**config.mk**
```make
export PLATFORM = sky130hd
export DESIGN_NAME = sync_strobe_gen
export DESIGN_NICKNAME = d
export VERILOG_FILES = /design/src/rtl/sync_pkg.sv /design/src/rtl/pulse_stretch.sv /design/src/rtl/sync_strobe_gen.sv
export SDC_FILE = /design/constraint.sdc
export NUM_CORES = 1
export LEC_CHECK = 0
export CAP_MARGIN = 0
export CORE_UTILIZATION = 63
export DETAILED_ROUTE_END_ITERATION = 7
export PLACE_DENSITY = 0.9
export SLEW_MARGIN = 20
export SYNTH_ARGS = -nofsm -noshare
export SYNTH_HDL_FRONTEND = slang
export SYNTH_SLANG_ARGS = --single-unit
export TNS_END_PERCENT = 50
```
**constraint.sdc**
```tcl
create_clock -name clk -period 7.6 [get_ports clk]
set_clock_uncertainty 0.05 [all_clocks]
set_input_delay 1.52 -clock clk [delete_from_list [all_inputs] [get_ports clk]]
set_output_delay 1.52 -clock clk [all_outputs]
set_load 0.01 [all_outputs]
```
**src/rtl/sync_pkg.sv**
```systemverilog
// Shared definitions for the sync strobe generator: FSM encoding and period floor.
package sync_pkg;

  typedef enum logic [1:0] {
    IDLE  = 2'd0,
    ARMED = 2'd1,
    RUN   = 2'd2
  } sync_state_e;

  localparam int unsigned MIN_PERIOD = 32'd2;

endpackage

```
**src/rtl/pulse_stretch.sv**
```systemverilog
// Stretches a one-cycle strobe into a level of pulse_len cycles; a reload during
// stretching restarts the count, so pulse_len >= period gives a continuous level.
module pulse_stretch #(
  parameter int unsigned LEN_W = 8
) (
  input  logic             clk,
  input  logic             reset,
  input  logic             clear,
  input  logic             load,
  input  logic [LEN_W-1:0] pulse_len,
  output logic             strobe_lvl
);

  logic [LEN_W-1:0] len_cnt_r;
  logic [LEN_W-1:0] len_cnt_nxt_s;
  logic             lvl_r;

  // Next length count: clear beats load, otherwise count down to zero.
  always_comb begin
    len_cnt_nxt_s = len_cnt_r;
    if (clear) begin
      len_cnt_nxt_s = {LEN_W{1'b0}};
    end else if (load) begin
      len_cnt_nxt_s = pulse_len;
    end else if (len_cnt_r != {LEN_W{1'b0}}) begin
      len_cnt_nxt_s = len_cnt_r - LEN_W'(1);
    end else begin
      len_cnt_nxt_s = {LEN_W{1'b0}};
    end
  end

  // Counter and registered level, high in the same cycle as the loading strobe.
  always_ff @(posedge clk or posedge reset) begin
    if (reset) begin
      len_cnt_r <= {LEN_W{1'b0}};
      lvl_r     <= 1'b0;
    end else begin
      len_cnt_r <= len_cnt_nxt_s;
      lvl_r     <= (len_cnt_nxt_s != {LEN_W{1'b0}});
    end
  end

  assign strobe_lvl = lvl_r;

endmodule

```
**src/rtl/sync_strobe_gen.sv**
```systemverilog
// Periodic epoch strobe generator, free-running or phase-locked to ext_sync.
// Optional strobe-count lock timeout is enabled with `define SYNC_TIMEOUT_EN.
module sync_strobe_gen
  import sync_pkg::*;
#(
  parameter int unsigned CNT_W       = 32,
  parameter int unsigned LEN_W       = 8,
  parameter int unsigned EPOCH_W     = 16,
  parameter int unsigned TMO_STROBES = 4
) (
  input  logic               clk,
  input  logic               reset,
  input  logic               enable,
  input  logic               mode,
  input  logic [CNT_W-1:0]   period,
  input  logic [CNT_W-1:0]   phase,
  input  logic [LEN_W-1:0]   pulse_len,
  input  logic               ext_sync,
  output logic               strobe,
  output logic               strobe_lvl,
  output logic [EPOCH_W-1:0] epoch,
  output logic               locked,
  output logic               sync_err
);

  sync_state_e        state_r, state_nxt_s;
  logic [CNT_W-1:0]   cnt_r, cnt_nxt_s, cnt_inc_s;
  logic [CNT_W-1:0]   period_c_s, phase_c_s, period_sh_r, phase_sh_r;
  logic [LEN_W-1:0]   len_c_s, len_sh_r;
  logic [EPOCH_W-1:0] epoch_r, epoch_nxt_s;
  logic               ext_sync_d_r, ext_rise_s, wrap_s, load_shadow_s;
  logic               strobe_r, strobe_nxt_s, locked_r, locked_nxt_s;
  logic               sync_err_r, sync_err_nxt_s;

`ifdef SYNC_TIMEOUT_EN
  localparam int unsigned TMO_W = $clog2(TMO_STROBES + 1);
  logic [TMO_W-1:0] tmo_cnt_r, tmo_cnt_nxt_s;
`endif

  // Clamp incoming configuration; phase is judged against the clamped period.
  always_comb begin
    period_c_s = (period < CNT_W'(MIN_PERIOD)) ? CNT_W'(MIN_PERIOD) : period;
    phase_c_s  = (phase >= period_c_s) ? {CNT_W{1'b0}} : phase;
    len_c_s    = (pulse_len == {LEN_W{1'b0}}) ? LEN_W'(1) : pulse_len;
  end

  assign ext_rise_s = ext_sync & ~ext_sync_d_r;
  assign wrap_s     = (state_r == RUN) && (cnt_r == (period_sh_r - CNT_W'(1)));
  assign cnt_inc_s  = wrap_s ? {CNT_W{1'b0}} : (cnt_r + CNT_W'(1));

  // Next-state, counter and status logic.
  always_comb begin
    state_nxt_s    = state_r;
    cnt_nxt_s      = cnt_r;
    strobe_nxt_s   = 1'b0;
    sync_err_nxt_s = 1'b0;
    locked_nxt_s   = locked_r;
    epoch_nxt_s    = epoch_r;
    load_shadow_s  = 1'b0;
`ifdef SYNC_TIMEOUT_EN
    tmo_cnt_nxt_s  = {TMO_W{1'b0}};
`endif
    if (!enable) begin
      state_nxt_s  = IDLE;
      cnt_nxt_s    = {CNT_W{1'b0}};
      locked_nxt_s = 1'b0;
    end else begin
      case (state_r)
        IDLE: begin
          load_shadow_s = 1'b1;
          epoch_nxt_s   = {EPOCH_W{1'b0}};
          locked_nxt_s  = 1'b0;
          if (mode) begin
            state_nxt_s = ARMED;
            cnt_nxt_s   = {CNT_W{1'b0}};
          end else begin
            state_nxt_s = RUN;
            cnt_nxt_s   = phase_c_s;
          end
        end
        ARMED: begin
          if (ext_rise_s) begin
            state_nxt_s  = RUN;
            cnt_nxt_s    = phase_sh_r;
            locked_nxt_s = 1'b1;
          end else begin
            state_nxt_s = ARMED;
          end
        end
        RUN: begin
          cnt_nxt_s = cnt_inc_s;
          if (wrap_s) begin
            strobe_nxt_s  = 1'b1;
            epoch_nxt_s   = epoch_r + EPOCH_W'(1);
            load_shadow_s = 1'b1;
          end else begin
            strobe_nxt_s  = 1'b0;
          end
          if (!mode) begin
            locked_nxt_s = 1'b0;
          end else if (ext_rise_s) begin
            // Resync load wins over the wrap for the counter value.
            cnt_nxt_s = phase_sh_r;
            if (cnt_inc_s != phase_sh_r) begin
              sync_err_nxt_s = 1'b1;
              locked_nxt_s   = 1'b0;
            end else begin
              locked_nxt_s   = 1'b1;
            end
          end else begin
`ifdef SYNC_TIMEOUT_EN
            if (wrap_s && (tmo_cnt_r < TMO_W'(TMO_STROBES))) begin
              tmo_cnt_nxt_s = tmo_cnt_r + TMO_W'(1);
              if (tmo_cnt_r == TMO_W'(TMO_STROBES - 1)) begin
                locked_nxt_s   = 1'b0;
                sync_err_nxt_s = 1'b1;
              end else begin
                locked_nxt_s   = locked_r;
              end
            end else begin
              tmo_cnt_nxt_s = tmo_cnt_r;
              locked_nxt_s  = locked_r;
            end
`else
            locked_nxt_s = locked_r;
`endif
          end
        end
        default: begin
          state_nxt_s = IDLE;
          cnt_nxt_s   = {CNT_W{1'b0}};
        end
      endcase
    end
  end

  // State, counter, shadow configuration and registered outputs.
  always_ff @(posedge clk or posedge reset) begin
    if (reset) begin
      state_r      <= IDLE;
      cnt_r        <= {CNT_W{1'b0}};
      period_sh_r  <= CNT_W'(MIN_PERIOD);
      phase_sh_r   <= {CNT_W{1'b0}};
      len_sh_r     <= LEN_W'(1);
      epoch_r      <= {EPOCH_W{1'b0}};
      strobe_r     <= 1'b0;
      locked_r     <= 1'b0;
      sync_err_r   <= 1'b0;
      ext_sync_d_r <= 1'b0;
`ifdef SYNC_TIMEOUT_EN
      tmo_cnt_r    <= {TMO_W{1'b0}};
`endif
    end else begin
      state_r      <= state_nxt_s;
      cnt_r        <= cnt_nxt_s;
      epoch_r      <= epoch_nxt_s;
      strobe_r     <= strobe_nxt_s;
      locked_r     <= locked_nxt_s;
      sync_err_r   <= sync_err_nxt_s;
      ext_sync_d_r <= ext_sync;
`ifdef SYNC_TIMEOUT_EN
      tmo_cnt_r    <= tmo_cnt_nxt_s;
`endif
      if (load_shadow_s) begin
        period_sh_r <= period_c_s;
        phase_sh_r  <= phase_c_s;
        len_sh_r    <= len_c_s;
      end else begin
        period_sh_r <= period_sh_r;
        phase_sh_r  <= phase_sh_r;
        len_sh_r    <= len_sh_r;
      end
    end
  end

  pulse_stretch #(
    .LEN_W (LEN_W)
  ) u_pulse_stretch (
    .clk        (clk),
    .reset      (reset),
    .clear      (~enable),
    .load       (strobe_nxt_s),
    .pulse_len  (len_sh_r),
    .strobe_lvl (strobe_lvl)
  );

  assign strobe   = strobe_r;
  assign epoch    = epoch_r;
  assign locked   = locked_r;
  assign sync_err = sync_err_r;

endmodule

```
==> results.yml, run 1 <==
synthesis:
  syn-num-nets: 1323
  synth_seq_cells: 135
  syn_avg_cell_area_um2: 8.08
  ys_async_sr_fraction_pct: 100
  netlist_top_cells_area: "sky130_fd_sc_hd__dfrtp_1 (34%), sky130_fd_sc_hd__nand2_1 (8.1%), sky130_fd_sc_hd__o21ai_0 (6.5%)"
  netlist.area_leader.share_pct: 34.2
  synthDominantAreaCellType: "sky130_fd_sc_hd__dfrtp_1"
  number_of_synthesized_flops_with_an_enable_pin: 0
  synth.cell_area_mm2: 0.00973
  postSynthCellCount: 1205
  synth_sequential_area_ratio_pct: 34.7
  synth_cell_types: 73
  ys_dominant_reg_cell: "sky130_fd_sc_hd__dfrtp_1"
  ys_warnings: 0
placement:
  place.port_buffers: 96
  placed_cell_area_mm2: 0.0107
  globalplace.congestion: 0.924
  detailedPlacementHpwl_um: 20900
route:
  routed_wirelength_normalized_by_instance_count_um: 20.4
  detail_route.iter0.violations: 1635
  dr.pass1.iters: 7
  avgViaCountPerCell: 6.69
  postRouteWirelength_um: 29800
  num_vias: 9768
  drc: 0
  antenna_left: 0
final_layout:
  nNetsFinal: 1376
  mostFrequentLayoutCell: "sky130_fd_sc_hd__nand2_1"
  n_antenna_cell: 0
  num-fill-cells: 1054
  finalInstanceArea_mm2: 0.0113
  final_layout_size_suffix_gt1_share_pct: 5.66
  area_growth_pct: 16.6
  layout_common_cells: "sky130_fd_sc_hd__nand2_1 (211), sky130_fd_sc_hd__dfrtp_1 (133), sky130_fd_sc_hd__o21ai_0 (125), sky130_fd_sc_hd__clkdlybuf4s50_1 (96), sky130_fd_sc_hd__nor2_1 (76)"
die:
  initial_core_util_pct: 64.2
  dieHeight_um: 126
  placement_rows: 45
  core_area_mm2: 0.0151
  num_io_pins: 97
  die-area_mm2: 0.0159
  chipWidth_um: 126
global_route:
  antenna_found_initial: 0
  globalRoute.totalOverflow: 0
  grt_start_max_net_pins: 76
  grt_first_pass_wirelength_um: 47900
  first_global_vias: 9208
  grt_util_all_layers_pct: 38.9
timing:
  period_needed_ns: 5.47
  pin_slew_with_the_least_headroom_to_its_limit_ns: 1.08
  rsz0062_at_grt: "no"
  report.final.hold_viol_count: 0
  final_setup_violation_count: 0
  report.final.slew_viol_count: 0
  finalSetupTns_ns: 0
  peak_freq_ghz: 0.183
  final_min_period_over_clock_period_pct: 71.9
  slew-limit-headroom_pct: 27.5
worst_setup_path:
  worst_r2r_startpoint: "period_sh_r[0]"
  critPathArrivalTime_ns: 5.75
  worstRegToRegCells: 13
  r2r-end: "locked"
  setup.reg_to_reg.worst_slack_ns: 2.20
  worst_setup_path_start_kind: "input port"
  cp_max_fo: 33
  worst-endpoint-required_ns: 7.89
  cp-end-kind: "flop"
  worstSetupPathType: "in -> reg"
power:
  ir_worst_vdd_v: 0.000198
  pwr_per_cell_area_mw_per_mm2: 315
  power.leakage_nw: 4.74
cts:
  cts_root_buffer: "sky130_fd_sc_hd__clkbuf_16"
  tritoncts_num_sinks: 135
  post-cts-setup-buffers: 0
  cts_tree: "done"
  htree_levels: 4
  numCtsBuffers: 17
  clkLatencyLatePin_ns: 0.43
  hold_buf_count_cts: 0
  clk_pin_slew_ns: 0.06
  clk_buf_depth: 2
  post_cts_resized: 0
worst_hold_path:
  hold_depth: 2
  worst_hold_startpoint: "len_sh_r[1]"
  hold_path.class: "reg -> reg"
  holdPathEnd: "len_sh_r[1]"
job:
  drv.max_cap_violation_count: 0
status:
  run_status: "complete, no violations"
-- critical path, stage by stage --
cell                              delay [ns]
sky130_fd_sc_hd__clkdlybuf4s50_1        0.44
sky130_fd_sc_hd__nor4_1                 0.54
sky130_fd_sc_hd__nand4_1                0.16
sky130_fd_sc_hd__nor2_1                 0.20
sky130_fd_sc_hd__nor2b_1                0.10
sky130_fd_sc_hd__ha_1                   0.28
sky130_fd_sc_hd__nand2b_1               0.14
sky130_fd_sc_hd__a21o_1                 0.17
sky130_fd_sc_hd__a21o_1                 0.18
sky130_fd_sc_hd__a21o_1                 0.17
sky130_fd_sc_hd__a21oi_1                0.15
sky130_fd_sc_hd__o21ai_0                0.12
sky130_fd_sc_hd__a211oi_1               0.28
sky130_fd_sc_hd__o21ai_2                0.10
sky130_fd_sc_hd__buf_4                  0.26
sky130_fd_sc_hd__nor2b_2                0.14
sky130_fd_sc_hd__buf_4                  0.37
sky130_fd_sc_hd__a222oi_1               0.18
sky130_fd_sc_hd__o21ai_0                0.21
-- state kept, by name (all words and copies together) (netlist names) --
signal and count:
cnt_r 32, epoch 16, ext_sync_d_r 1, len_sh_r 8, locked 1, period_sh_r 32, phase_sh_r 32, state_r 2
strobe 1, sync_err 1, u_pulse_stretch.len_cnt_r 8, u_pulse_stretch.strobe_lvl 1
-- per-stage QoR --
step	power, mW	cells	hold WS, ns	utilization (%)	worst slack, ns
final	3.57	1459	0.435	74.9	2.13
after detailed placement	2.65	1427	0.415	70.8	1.89
after global routing	3.78	1459	0.477	74.9	1.93
after floorplan	2.26	1205	0.396	-	2.42
after global placement	2.58	1427	0.411	70.8	2.04
after CTS	3.53	1459	0.430	74.9	2.24
-- per-layer routing --
layer / GRT usage [%] / part of all wire (%) / vias up
met2: 60.5 / 45 / 631
li1: - / - / 4406
met3: 8.75 / 13 / 123
met5: 0 / 0 / -
met1: 52.7 / 38 / 4608
met4: 15.9 / 4.1 / 0
-- kinds of logic after synthesis --
group           after synthesis  synth area share (%)
compound gates              281                  18.1
fa+ha+maj                    41                  5.27
flops                       135                  34.7
xor+xnor                    102                  9.18
buf+inv                     118                  4.89
mux                          11                  1.18
simple gates                517                  26.6
-- worst max path at each step --
stage                           end            from  cells after the start
after floorplan            cnt_r[0]           reset                      1
after global placement    cnt_r[28]       period[7]                     19
after detailed placement  cnt_r[23]       period[7]                     19
after CTS                 cnt_r[23]       period[7]                     19
after global routing         locked  period_sh_r[0]                     14
final                     cnt_r[23]       period[7]                     19
-- area by class of cell --
type	count	area [um2]	share of cell area [%]
timing repair buffer	106	1040	9.13
clock buffer	21	470	4.15
inverter	46	178	1.57
clock inverter	11	148	1.30
tap	188	235	2.07
multi-input combinational	952	5890	52.0
sequential	135	3380	29.8
-- cell usage after synthesis (21+ instances only) --
library cell / number
sky130_fd_sc_hd__nor2_1: 77
sky130_fd_sc_hd__xnor2_1: 62
sky130_fd_sc_hd__nand2_1: 211
sky130_fd_sc_hd__dfrtp_1: 133
sky130_fd_sc_hd__ha_1: 41
sky130_fd_sc_hd__clkbuf_1: 64
sky130_fd_sc_hd__nand3_1: 47
sky130_fd_sc_hd__nand4_1: 24
sky130_fd_sc_hd__nor4_1: 21
sky130_fd_sc_hd__inv_1: 46
sky130_fd_sc_hd__o21ai_0: 127
sky130_fd_sc_hd__xor2_1: 40
sky130_fd_sc_hd__nor3_1: 24
sky130_fd_sc_hd__a21oi_1: 46
sky130_fd_sc_hd__a221oi_1: 21
-- where the power goes --
group,total [mW],switching (mW),leakage [nW],internal [mW]
clock network,0.865,0.323,0.303,0.542
registers,1.33,0.388,1.76,0.947
logic,1.37,0.774,2.68,0.596
Note: power is estimated with default switching activity, not from simulation.
==> run 2: changes to the inputs <==
CORE_UTILIZATION = 53   (was 63)
PLACE_DENSITY = 0.81   (was 0.9)
clock period = 4.8 ns   (was 7.6 ns; I/O delays follow)
==> run 2 against run 1 <==
  * The flow now finishes with violations (design-rule violations)
  * Non-clock buffer count is 24 higher
  * Global-route usage decreased by 5.4 points
  * First-iteration DRC count decreased by 22%
  * Sequential power is 57% higher
  * Worst hold slack about the same
  * Clock power rose by 53%
  * Wire length rose by 2.6%
  * Sequential share of layout area down 0.70 points
  * Largest cell class unchanged
  * Largest power group unchanged
==> results.yml, run 2 (same netlist as run 1, synthesis figures left out) <==
die:
  chipWidth_um: 137
  num_io_pins: 97
  initial_core_util_pct: 54.2
  die-area_mm2: 0.0189
  placement_rows: 49
  dieHeight_um: 137
  core_area_mm2: 0.0180
final_layout:
  nNetsFinal: 1400
  mostFrequentLayoutCell: "sky130_fd_sc_hd__nand2_1"
  biggestRegsByFlops: "cnt_r (32), period_sh_r (32), phase_sh_r (32)"
  seq_area_mm2: 0.00338
  area_growth_pct: 19.4
  layout_common_cells: "sky130_fd_sc_hd__nand2_1 (210), sky130_fd_sc_hd__dfrtp_1 (133), sky130_fd_sc_hd__o21ai_0 (125), sky130_fd_sc_hd__clkdlybuf4s50_1 (96), sky130_fd_sc_hd__nor2_1 (76)"
  multi_input_area_mm2: 0.00591
  n_antenna_cell: 0
  final_layout_size_suffix_gt1_share_pct: 7.72
  num-fill-cells: 1518
timing:
  finalSetupTns_ns: 0
  pin_slew_with_the_least_headroom_to_its_limit_ns: 0.926
  final_min_period_over_clock_period_pct: 94.2
  peak_freq_ghz: 0.221
  rsz0062_at_grt: "no"
  report.final.hold_viol_count: 0
  slew-limit-headroom_pct: 38.2
  final_setup_violation_count: 0
  report.final.slew_viol_count: 0
  period_needed_ns: 4.52
  worst_hold_slack_ns: 0.436
worst_setup_path:
  worstSetupPathType: "reg -> reg"
  worst-endpoint-required_ns: 5.05
  worstRegToRegCells: 12
  cp_max_fo: 24
  cp-end-kind: "flop"
  critPathArrivalTime_ns: 4.77
  worst_setup_path_start_kind: "flop"
global_route:
  antenna_found_initial: 0
  grt_first_pass_wirelength_um: 47900
  grt_start_max_net_pins: 78
  globalRoute.totalOverflow: 0
  first_global_vias: 9007
  grt_util_all_layers_pct: 33.6
status:
  run_status: "finished with violations"
  failing_checks: "design-rule violations"
route:
  num_vias: 9779
  postRouteWirelength_um: 30500
  avgViaCountPerCell: 6.42
  routed_wirelength_normalized_by_instance_count_um: 20.0
  dr.pass1.iters: 8
  drc: 2
  detail_route.iter0.violations: 1282
  antenna_left: 0
placement:
  globalplace.congestion: 0.942
  place.port_buffers: 96
  detailedPlacementHpwl_um: 21900
cts:
  htree_levels: 4
  clkLatencyLatePin_ns: 0.43
  clk_pin_slew_ns: 0.06
  cts_root_buffer: "sky130_fd_sc_hd__clkbuf_16"
  tritoncts_num_sinks: 135
  clk_buf_depth: 2
  cts_tree: "done"
  numCtsBuffers: 17
power:
  pwr_per_cell_area_mw_per_mm2: 488
  power.leakage_nw: 4.86
  ir_worst_vdd_v: 0.000305
worst_hold_path:
  hold_depth: 2
  hold_path.class: "reg -> reg"
job:
  drv.max_cap_violation_count: 0
## run 2: path summary, 6_finish.rpt
path	from	end	slack, ns
min in group asynchronous	reset	period_sh_r[9]	0.91
max in group asynchronous	reset	len_sh_r[0]	2.93
max	period_sh_r[4]	u_pulse_stretch.strobe_lvl	0.28
min	len_sh_r[0]	len_sh_r[0]	0.44
max reg2reg	period_sh_r[4]	u_pulse_stretch.strobe_lvl	0.28
min reg2reg	len_sh_r[0]	len_sh_r[0]	0.44
## run 2: area by class of cell
cell class                 instances  share of cell area (%)
multi-input combinational        952                    50.9
clock inverter                    14                    1.28
inverter                          46                    1.53
tap                              229                    2.47
timing repair buffer             130                    10.9
clock buffer                      18                    3.78
sequential                       135                    29.1
## run 2: where the power goes
part	total (mW)	internal (mW)	switching, mW
registers	2.09	1.50	0.590
logic	2.27	1.00	1.27
clock network	1.32	0.781	0.536
total	5.67	3.28	2.39
## run 2: worst max-delay path: stages (launching register included)
cell                        delay, ns
sky130_fd_sc_hd__dfrtp_1         0.45
sky130_fd_sc_hd__or4_4           0.62
sky130_fd_sc_hd__nor4_1          0.40
sky130_fd_sc_hd__o22ai_1         0.14
sky130_fd_sc_hd__or4_1           0.42
sky130_fd_sc_hd__a2111oi_0       0.48
sky130_fd_sc_hd__nand4_1         0.22
sky130_fd_sc_hd__nor4_4          0.24
sky130_fd_sc_hd__buf_12          0.21
sky130_fd_sc_hd__or3_1           0.14
sky130_fd_sc_hd__a21boi_2        0.06
sky130_fd_sc_hd__or4_1           0.53
sky130_fd_sc_hd__or4_1           0.40
## run 2: repair_timing
item,4_1_cts,5_1_grt
buffers inserted,0,0
hold buffers,0,0
endpoints found under the setup margin,0,8
gates resized for setup,0,4
## run 2: routing by layer
layer  up-vias  share of wire (%)  wire, um  global-route usage, %
met5         -                  0         0                      0
met4         0                4.0      1210                   13.3
met3       110                 11      3440                   9.75
met2       585                 44     13500                   52.1
met1      4638                 41     12400                   43.8
li1       4446                  -         -                      -
## run 2: metrics by stage
stage	cell area (um2)	instances	utilization, %	setup slack, ns	total power [mW]
2_1_floorplan	9730	1205	-	0.182	3.58
3_3_place_gp	11000	1492	61.3	0.274	4.21
3_5_place_dp	11000	1492	61.3	0.0872	4.28
4_1_cts	11600	1524	64.5	0.233	5.61
5_1_grt	11600	1524	64.7	0.0527	6.02
6_report	11600	1524	64.7	0.278	5.67
